## src/rtl/dm_pkg.sv

```systemverilog
// Shared encodings for the dm_master data-memory initiator: op codes, FSM states,
// byte-enable patterns and the address-decode helpers used by the top.
package dm_pkg;

   localparam logic [31:0] DM_ADDR_LIMIT = 32'h0000_2000;

   typedef enum logic [2:0] {
      OP_LW  = 3'b000,
      OP_LH  = 3'b001,
      OP_LHU = 3'b010,
      OP_LB  = 3'b011,
      OP_LBU = 3'b100,
      OP_SW  = 3'b101,
      OP_SH  = 3'b110,
      OP_SB  = 3'b111
   } op_e;

   typedef enum logic [1:0] {
      S_IDLE   = 2'b00,
      S_ACCESS = 2'b01,
      S_RESP   = 2'b10,
      S_FAULT  = 2'b11
   } state_e;

   localparam logic [3:0] BE_WORD    = 4'b1111;
   localparam logic [3:0] BE_HALF_LO = 4'b0011;
   localparam logic [3:0] BE_HALF_HI = 4'b1100;
   localparam logic [3:0] BE_B0      = 4'b0001;
   localparam logic [3:0] BE_B1      = 4'b0010;
   localparam logic [3:0] BE_B2      = 4'b0100;
   localparam logic [3:0] BE_B3      = 4'b1000;

   function automatic logic is_store(input op_e op);
      return (op == OP_SW) || (op == OP_SH) || (op == OP_SB);
   endfunction

   function automatic logic is_fault(input op_e op, input logic [31:0] addr,
                                     input logic [31:0] limit);
      logic l_misalign;
      case (op)
         OP_LW, OP_SW:         l_misalign = (addr[1:0] != 2'b00);
         OP_LH, OP_LHU, OP_SH: l_misalign = addr[0];
         default:              l_misalign = 1'b0;
      endcase
      return l_misalign || (addr >= limit);
   endfunction

   function automatic logic [3:0] byte_en(input op_e op, input logic [1:0] off);
      logic [3:0] l_be;
      case (op)
         OP_LW, OP_SW:         l_be = BE_WORD;
         OP_LH, OP_LHU, OP_SH: l_be = off[1] ? BE_HALF_HI : BE_HALF_LO;
         default: begin
            case (off)
               2'd0:    l_be = BE_B0;
               2'd1:    l_be = BE_B1;
               2'd2:    l_be = BE_B2;
               default: l_be = BE_B3;
            endcase
         end
      endcase
      return l_be;
   endfunction

   // Narrow stores are replicated into every lane; dm keeps only the enabled bytes.
   function automatic logic [31:0] store_data(input op_e op, input logic [31:0] wd);
      logic [31:0] l_wd;
      case (op)
         OP_SH:   l_wd = {2{wd[15:0]}};
         OP_SB:   l_wd = {4{wd[7:0]}};
         default: l_wd = wd;
      endcase
      return l_wd;
   endfunction

endpackage

```

## src/rtl/dm_master_load_ext.sv

```systemverilog
// Selects the addressed byte/half of a dm read word and sign- or zero-extends it.
module dm_load_ext
   import dm_pkg::*;
(
   input  op_e         i_op,
   input  logic [1:0]  i_off,
   input  logic [31:0] i_rd,
   output logic [31:0] o_data
);

   logic [7:0]  w_byte;
   logic [15:0] w_half;

   always_comb begin
      case (i_off)
         2'd0:    w_byte = i_rd[7:0];
         2'd1:    w_byte = i_rd[15:8];
         2'd2:    w_byte = i_rd[23:16];
         default: w_byte = i_rd[31:24];
      endcase
      w_half = i_off[1] ? i_rd[31:16] : i_rd[15:0];
      case (i_op)
         OP_LB:   o_data = {{24{w_byte[7]}}, w_byte};
         OP_LBU:  o_data = {24'd0, w_byte};
         OP_LH:   o_data = {{16{w_half[15]}}, w_half};
         OP_LHU:  o_data = {16'd0, w_half};
         default: o_data = i_rd;
      endcase
   end

endmodule

```

## src/rtl/dm_master.sv

```systemverilog
// MEM-stage initiator for the 2048x32 byte-enabled data memory: one load/store per
// request, alignment/range checking, lane-shifted stores and extended loads.
module dm_master
   import dm_pkg::*;
#(
   parameter logic [31:0] ADDR_LIMIT = DM_ADDR_LIMIT
)(
   input  logic        Clk,
   input  logic        Reset,
   input  logic        Req,
   input  logic [2:0]  Op,
   input  logic [31:0] Addr,
   input  logic [31:0] WData,
   output logic        Busy,
   output logic        Done,
   output logic [31:0] RData,
   output logic        AdEL,
   output logic        AdES,
   output logic [10:0] DmA,
   output logic [3:0]  DmBE,
   output logic [31:0] DmWD,
   output logic        DmWe,
   input  logic [31:0] DmRD
);

   state_e      r_state, w_next;
   op_e         r_op, w_op;
   logic [1:0]  r_off;
   logic [10:0] r_dma;
   logic [3:0]  r_dmbe;
   logic [31:0] r_dmwd, r_rdata, w_load;
   logic        w_accept, w_fault;

   assign w_op     = op_e'(Op);
   assign w_accept = (r_state == S_IDLE) && Req;
   assign w_fault  = is_fault(w_op, Addr, ADDR_LIMIT);

   dm_load_ext u_load_ext (
      .i_op   (r_op),
      .i_off  (r_off),
      .i_rd   (DmRD),
      .o_data (w_load)
   );

   always_ff @(posedge Clk or posedge Reset) begin
      if (Reset) r_state <= S_IDLE;
      else       r_state <= w_next;
   end

   // DmWe decodes straight from the state register so it cannot glitch.
   always_comb begin
      w_next = r_state;
      Busy   = 1'b1;
      Done   = 1'b0;
      AdEL   = 1'b0;
      AdES   = 1'b0;
      DmWe   = 1'b0;
      case (r_state)
         S_IDLE: begin
            Busy = 1'b0;
            if (Req) w_next = w_fault ? S_FAULT : S_ACCESS;
            else     w_next = S_IDLE;
         end
         S_ACCESS: begin
            DmWe   = is_store(r_op);
            w_next = S_RESP;
         end
         S_RESP: begin
            Done   = 1'b1;
            w_next = S_IDLE;
         end
         S_FAULT: begin
            Done   = 1'b1;
            AdEL   = ~is_store(r_op);
            AdES   = is_store(r_op);
            w_next = S_IDLE;
         end
         default: w_next = S_IDLE;
      endcase
   end

   // Faulting requests leave the dm-facing registers untouched.
   always_ff @(posedge Clk or posedge Reset) begin
      if (Reset) begin
         r_op    <= OP_LW;
         r_off   <= 2'd0;
         r_dma   <= 11'd0;
         r_dmbe  <= 4'd0;
         r_dmwd  <= 32'd0;
         r_rdata <= 32'd0;
      end else begin
         if (w_accept) begin
            r_op  <= w_op;
            r_off <= Addr[1:0];
            if (!w_fault) begin
               r_dma  <= Addr[12:2];
               r_dmbe <= byte_en(w_op, Addr[1:0]);
               r_dmwd <= store_data(w_op, WData);
            end
         end
         if ((r_state == S_ACCESS) && !is_store(r_op)) r_rdata <= w_load;
      end
   end

   assign DmA   = r_dma;
   assign DmBE  = r_dmbe;
   assign DmWD  = r_dmwd;
   assign RData = r_rdata;

endmodule

```

## config.mk

```make
export PLATFORM = sky130hd
export DESIGN_NAME = dm_master
export DESIGN_NICKNAME = d
export VERILOG_FILES = /design/src/rtl/dm_pkg.sv /design/src/rtl/dm_master_load_ext.sv /design/src/rtl/dm_master.sv
export SDC_FILE = /design/constraint.sdc
export NUM_CORES = 1
export LEC_CHECK = 0
export BUFFER_PORTS_ARGS = -buffer_cell sky130_fd_sc_hd__buf_2
export CAP_MARGIN = 10
export CORE_ASPECT_RATIO = 2
export CORE_MARGIN = 5
export CORE_UTILIZATION = 23
export CTS_CLUSTER_SIZE = 16
export DETAILED_ROUTE_END_ITERATION = 7
export SLEW_MARGIN = 10
export SYNTH_ARGS = -nofsm -noshare
export SYNTH_HDL_FRONTEND = slang
export SYNTH_SLANG_ARGS = --single-unit
export TNS_END_PERCENT = 20
```

## constraint.sdc

```tcl
create_clock -name Clk -period 3.35 [get_ports Clk]
set_clock_uncertainty 0.1 [all_clocks]
set_input_delay 0.335 -clock Clk [delete_from_list [all_inputs] [get_ports Clk]]
set_output_delay 0.335 -clock Clk [all_outputs]
set_load 0.05 [all_outputs]
```

=== Word-level counts from Yosys, hierarchy flattened ===
Cells that the tools add are included.

* Bitwise operators: 2
* Multiplexer cells: 16
* Reduce and logical (&&, ||, !) cells: 15
* Eq/ne operators: 19
* $lt $le $gt $ge: 1

{| class="wikitable"
|+ Operators by type and width
! operator !! number
|-
| $pmux W32 S4 || 1
|-
| $pmux W32 S2 || 1
|-
| $ge A32 B14 Y1 const B || 1
|-
| $pmux W8 S3 || 1
|-
| $eq A3 B3 Y1 const B || 7
|-
| $mux W16 || 1
|-
| $pmux W4 S3 || 1
|-
| $eq A3 B2 Y1 const B || 3
|-
| $eq A2 B2 Y1 const B || 4
|-
| $pmux W4 S2 || 1
|-
| $eq A2 B1 Y1 const B || 3
|-
| $eq A3 B1 Y1 const B || 2
|-
| $logic_not A2 Y1 || 3
|-
| $pmux W2 S3 || 1
|-
| $mux W1 || 5
|-
| $mux W2 || 2
|-
| $mux W4 || 1
|-
| $reduce_or A2 Y1 || 2
|-
| $logic_not A3 Y1 || 1
|-
| $logic_or A1 B1 Y1 || 3
|-
| $reduce_or A3 Y1 || 1
|-
| $logic_and A1 B1 Y1 || 2
|-
| $not A1 Y1 || 2
|-
| $pmux W1 S2 || 1
|-
| other kinds (3) || 3
|}

* Bits of input ports: 102
* Output and inout bits: 84
* Logic and storage cells: 60
* Bits in registers: 86

=== Depth between registers and ports, before layout ===
* Word-level depth: 7
* Mapped depth: 7
* Gate-level depth less buffers: 4

=== Hierarchy ===
A second synthesis with hierarchy kept.

* Cell total of the unflattened synthesis: 456
* Area, all modules: 5063.6 sq um

{| class="wikitable"
|+ By module, submodules not included
! module !! seq. area each (sq um) !! area an instance (sq um) !! times used !! cells an instance
|-
| dm_master || 2152.1 || 3752.3 || 1 || 276
|-
| dm_load_ext || 0.0 || 1311.3 || 1 || 180
|}

=== Worst setup path before layout ===
Ideal clock, no wire load.

* Kind: register to register
* Start point: register r_state[1]
* End point: register r_dmwd[13] (netlist: DmWD[13])
* Library setup time: 125 ps
* Path buffers: 2
* Data required time: 3125 ps
* Slack: 1413 ps
* Clock period less this slack: 1937 ps
* Data arrival time: 1712 ps
* Cell stages (with the launch flop): 7
* Path through: dfrtp_1 > nor3b_4 > nand4_1 > nor3_1 > buf_4 > buf_6 > mux2_2

* Longest elaborated chain between the ends: 3

{| class="wikitable"
|+ Ends and longest elaborated chain
! item !! RTL line !! source
|-
| start: declaration || dm_master.sv:26 || <nowiki>state_e r_state, w_next;</nowiki>
|-
| start signal: assignment || dm_master.sv:47 || <nowiki>else r_state <= w_next;</nowiki>
|-
| $logic_not A2 Y1 || dm_master.sv:35 || <nowiki>assign w_accept = (r_state == S_IDLE) && Req;</nowiki>
|-
| $logic_and A1 B1 Y1 || dm_master.sv:35 ||
|-
| via w_accept || dm_master.sv:32 || <nowiki>logic w_accept, w_fault;</nowiki>
|-
| $reduce_and A2 Y1 (no line) || -- ||
|-
| end signal: assignment || dm_master.sv:98 || <nowiki>r_dmwd <= store_data(w_op, WData);</nowiki>
|-
| end: declaration || dm_master.sv:31 || <nowiki>logic [31:0] r_dmwd, r_rdata, w_load;</nowiki>
|}

The timed path passes the listed nets, and every way through them passes these cells.
A chain may end at the register's enable or synchronous reset.

=== Final worst setup path ===
* Start point: register r_state[1]
* End point: register r_dma[6] (netlist: DmA[6])

* Longest elaborated chain between the ends: 3

{| class="wikitable"
|+ Ends and longest elaborated chain
! item !! RTL line !! source
|-
| $logic_not A2 Y1 || dm_master.sv:35 ||
|-
| $logic_and A1 B1 Y1 || dm_master.sv:35 ||
|-
| via w_accept || dm_master.sv:32 ||
|-
| $reduce_and A2 Y1 (no line) || -- ||
|-
| end signal: assignment || dm_master.sv:96 || <nowiki>r_dma <= Addr[12:2];</nowiki>
|-
| end: declaration || dm_master.sv:29 || <nowiki>logic [10:0] r_dma;</nowiki>
|}

The timed path passes the listed nets, and every way through them passes these cells.

==> flow_metrics.tcl <==
set metrics [dict create \
    drive_gt1_share_pct 51.4 \
    critPathLaunchType "flip-flop" \
    cts_setup_buffers 0 \
    worst_slew_pin_slew_ns 0.930 \
    endpoint "DmA[6]" \
    required_ns 3.48 \
    synthToLayoutAreaGrowth_pct 34.4 \
    min_period_ns 2.21 \
    power_density_nw_per_um2 839 \
    drv_slew 0 \
    synth_fp_nets 490 \
    routed_via_density 4.62 \
    finalSetupViolCount 0 \
    tns_ns 0 \
    hold_class "primary input to asynchronous set/reset pin" \
    num_rows 72 \
    ys_top_cells_by_count "dfrtp_1 (86), mux2_2 (60), nand2_1 (34), nor2_1 (30), a21oi_1 (23)" \
    crit_chain "nor3b_4 -> nand4_1 -> nor3_2 -> buf_4 -> mux2_2" \
    peakVddDrop_v 0.000358 \
    regToRegSetupSlack_ns 1.14 \
    finalNetCount 671 \
    synth_top_flop_cell "dfrtp_1" \
    worstSetupStartpoint "r_state[1]" \
    slowest_stage "buf_4" \
    r2r_start "r_state[1]" \
    fin_crit_sh_pct 66.1 \
    instances_no_fill 833 \
    die_area_um2 22300 \
    grt_max_degree 49 \
    ys_types 44 \
    cts_buffers 9 \
    synthArstFlopShare_pct 100 \
    diodes 0 \
    clk_pin_slew_worst_paths_ns 0.07 \
    vias 3852 \
    place_congestion 0.794 \
    drc 0 \
    status "finished, final reports clean" \
    dp_hpwl_mm 11.7 \
    whs_ns 0.0468 \
    wirelength_mm 14.9 \
    dieWidth_um 108 \
    clock_latency_ns 0.34 \
    io_buffers 185 \
    total_leakage_power_nw 2.96 \
    cts_tree "yes" \
    maxCapViolCount 0 \
    cpPeakStageDelay_ns 0.54 \
    postRouteAntennaNets 0 \
    grt_pass1_wl_mm 22.6 \
    r2r_cells 5 \
    cts_resized 0 \
    grt-ovfl-total 0 \
    cp_num_buf_inv 1 \
    ys_seq_area_share_pct 48.5 \
    ios 186 \
    synthCells 388 \
    synth_top_area_share_pct 48.5 \
    critical_path.max_fanout 47 \
    placed_cells 817 \
    drt_iter0_markers 157 \
    clk_path_buf_depth 2 \
    rsz0062_at_grt "no" \
    final_util_pct 31.1 \
    worst_r2r_endpoint "DmA[6]" \
    finalHoldViolCount 0 \
    core_um2 19200 \
    path_depth 5 \
    hold_buffers 0 \
    avgSynthCellArea_um2 11.4 \
    synth_edf_count 0 \
    critPathKind "flip-flop to flip-flop" \
    synth_area_um2 4440 \
    h-tree-depth 3 \
    relSlewSlack_pct 38.0 \
    root_buffer "clkbuf_16" \
    grt_usage_pct 13.4 \
    grt_antenna_before_repair 0 \
    die_y_um 206 \
    max_freq_mhz 452 \
    cts.sinks 86 \
    initial_core_util_pct 23.1 \
    first_pass_iters 4 \
    synthTopCellsByArea "dfrtp_1 (49%), mux2_2 (15%), mux2i_1 (3.4%)" \
    ys_warn_count 0 \
    first_global_vias 4065 \
    yosys.cell_count.top_type "dfrtp_1" \
    arrival_ns 2.34 \
    yosys.area.top_type "dfrtp_1" \
    ys_ff_latch 86 \
    cp-end-kind "flip-flop" \
    routedWlPerCell_um 17.9 \
    cp_top_family "simple AND/OR/NAND/NOR gates" \
]
power by group:
part / total [mW] / internal (mW) / switching (mW)
Combinational: 2.41 / 0.753 / 1.65
Sequential: 1.47 / 1.28 / 0.190
Clock: 1.13 / 0.678 / 0.447
cell families after synthesis:
logic type                synth area share (%)
AOI/OAI and AO/OA                         13.5
xor gates and xnor gates                 0.395
buffers and inverters                     3.53
DFF                                       48.5
muxes                                     24.5
and+or+nand+nor                           9.56
cell type report:
type / instances / area [µm²]
Sequential cell: 86 / 2150
Timing Repair Buffer: 195 / 1000
Clock buffer: 10 / 239
Multi-Input combinational cell: 273 / 2130
Fill cell: 2033 / 13200
Tap cell: 259 / 324
Clock inverter: 6 / 92.6
Inverter: 4 / 16.3
cells in the final DEF (no fill, tap or decap), drive strengths merged, types with 4 or more instances in the layout:
master and instances:
a31oi 8, a22oi 4, clkbuf 10, mux2 71, nor3 4, o21ai 21
mux4 6, nor2 30, nand3 6, a32oi 4, o221a 7, nor2b 4
a21oi 23, nand2 34, buf 195, mux2i 15, inv 4, nor4 4
dfrtp 86
registers in the layout, summed over array words and instances (netlist names):
register,flops
RData,32
DmWD,32
DmBE,4
DmA,11
r_state,2
r_op,3
r_off,2
per-stage QoR:
stage	total power, mW	setup slack [ns]	instance area [µm²]
after floorplan	3.27	0.693	4440
after global placement	3.91	0.949	5630
after detailed placement	3.94	0.949	5630
after CTS	5.08	1.07	5960
after global routing	5.28	0.944	5960
final	5.00	1.14	5960
worst reg2reg max path, delay by kind of cell, from the launching register on:
family,cells,cell delay [ns]
DFF,1,0.44
muxes,1,0.43
buffers and inverters,1,0.54
and+or+nand+nor,3,0.60
metal layers:
layer	vias up	routed length, µm	GRT usage [%]
met5	-	0	0
met4	0	344	5.01
met3	21	1220	3.44
met2	183	8140	25.3
met1	1847	5220	13.8
li1	1801	-	-
worst min-delay path by stage:
| stage | start | endpoint | slack, ns | depth (start not counted) |
|---|---|---|---|---|
| after floorplan | DmRD[16] | RData[16] | 0.36 | 2 |
| after global placement | DmWD[4] | DmWD[4] | 0.36 | 1 |
| after detailed placement | DmWD[26] | DmWD[26] | 0.37 | 1 |
| after CTS | Reset | DmA[6] | 0.07 | 2 |
| after global routing | Addr[12] | DmA[10] | 0.1 | 2 |
| final | Reset | DmA[1] | 0.05 | 2 |
(Power assumes the default switching activity.)
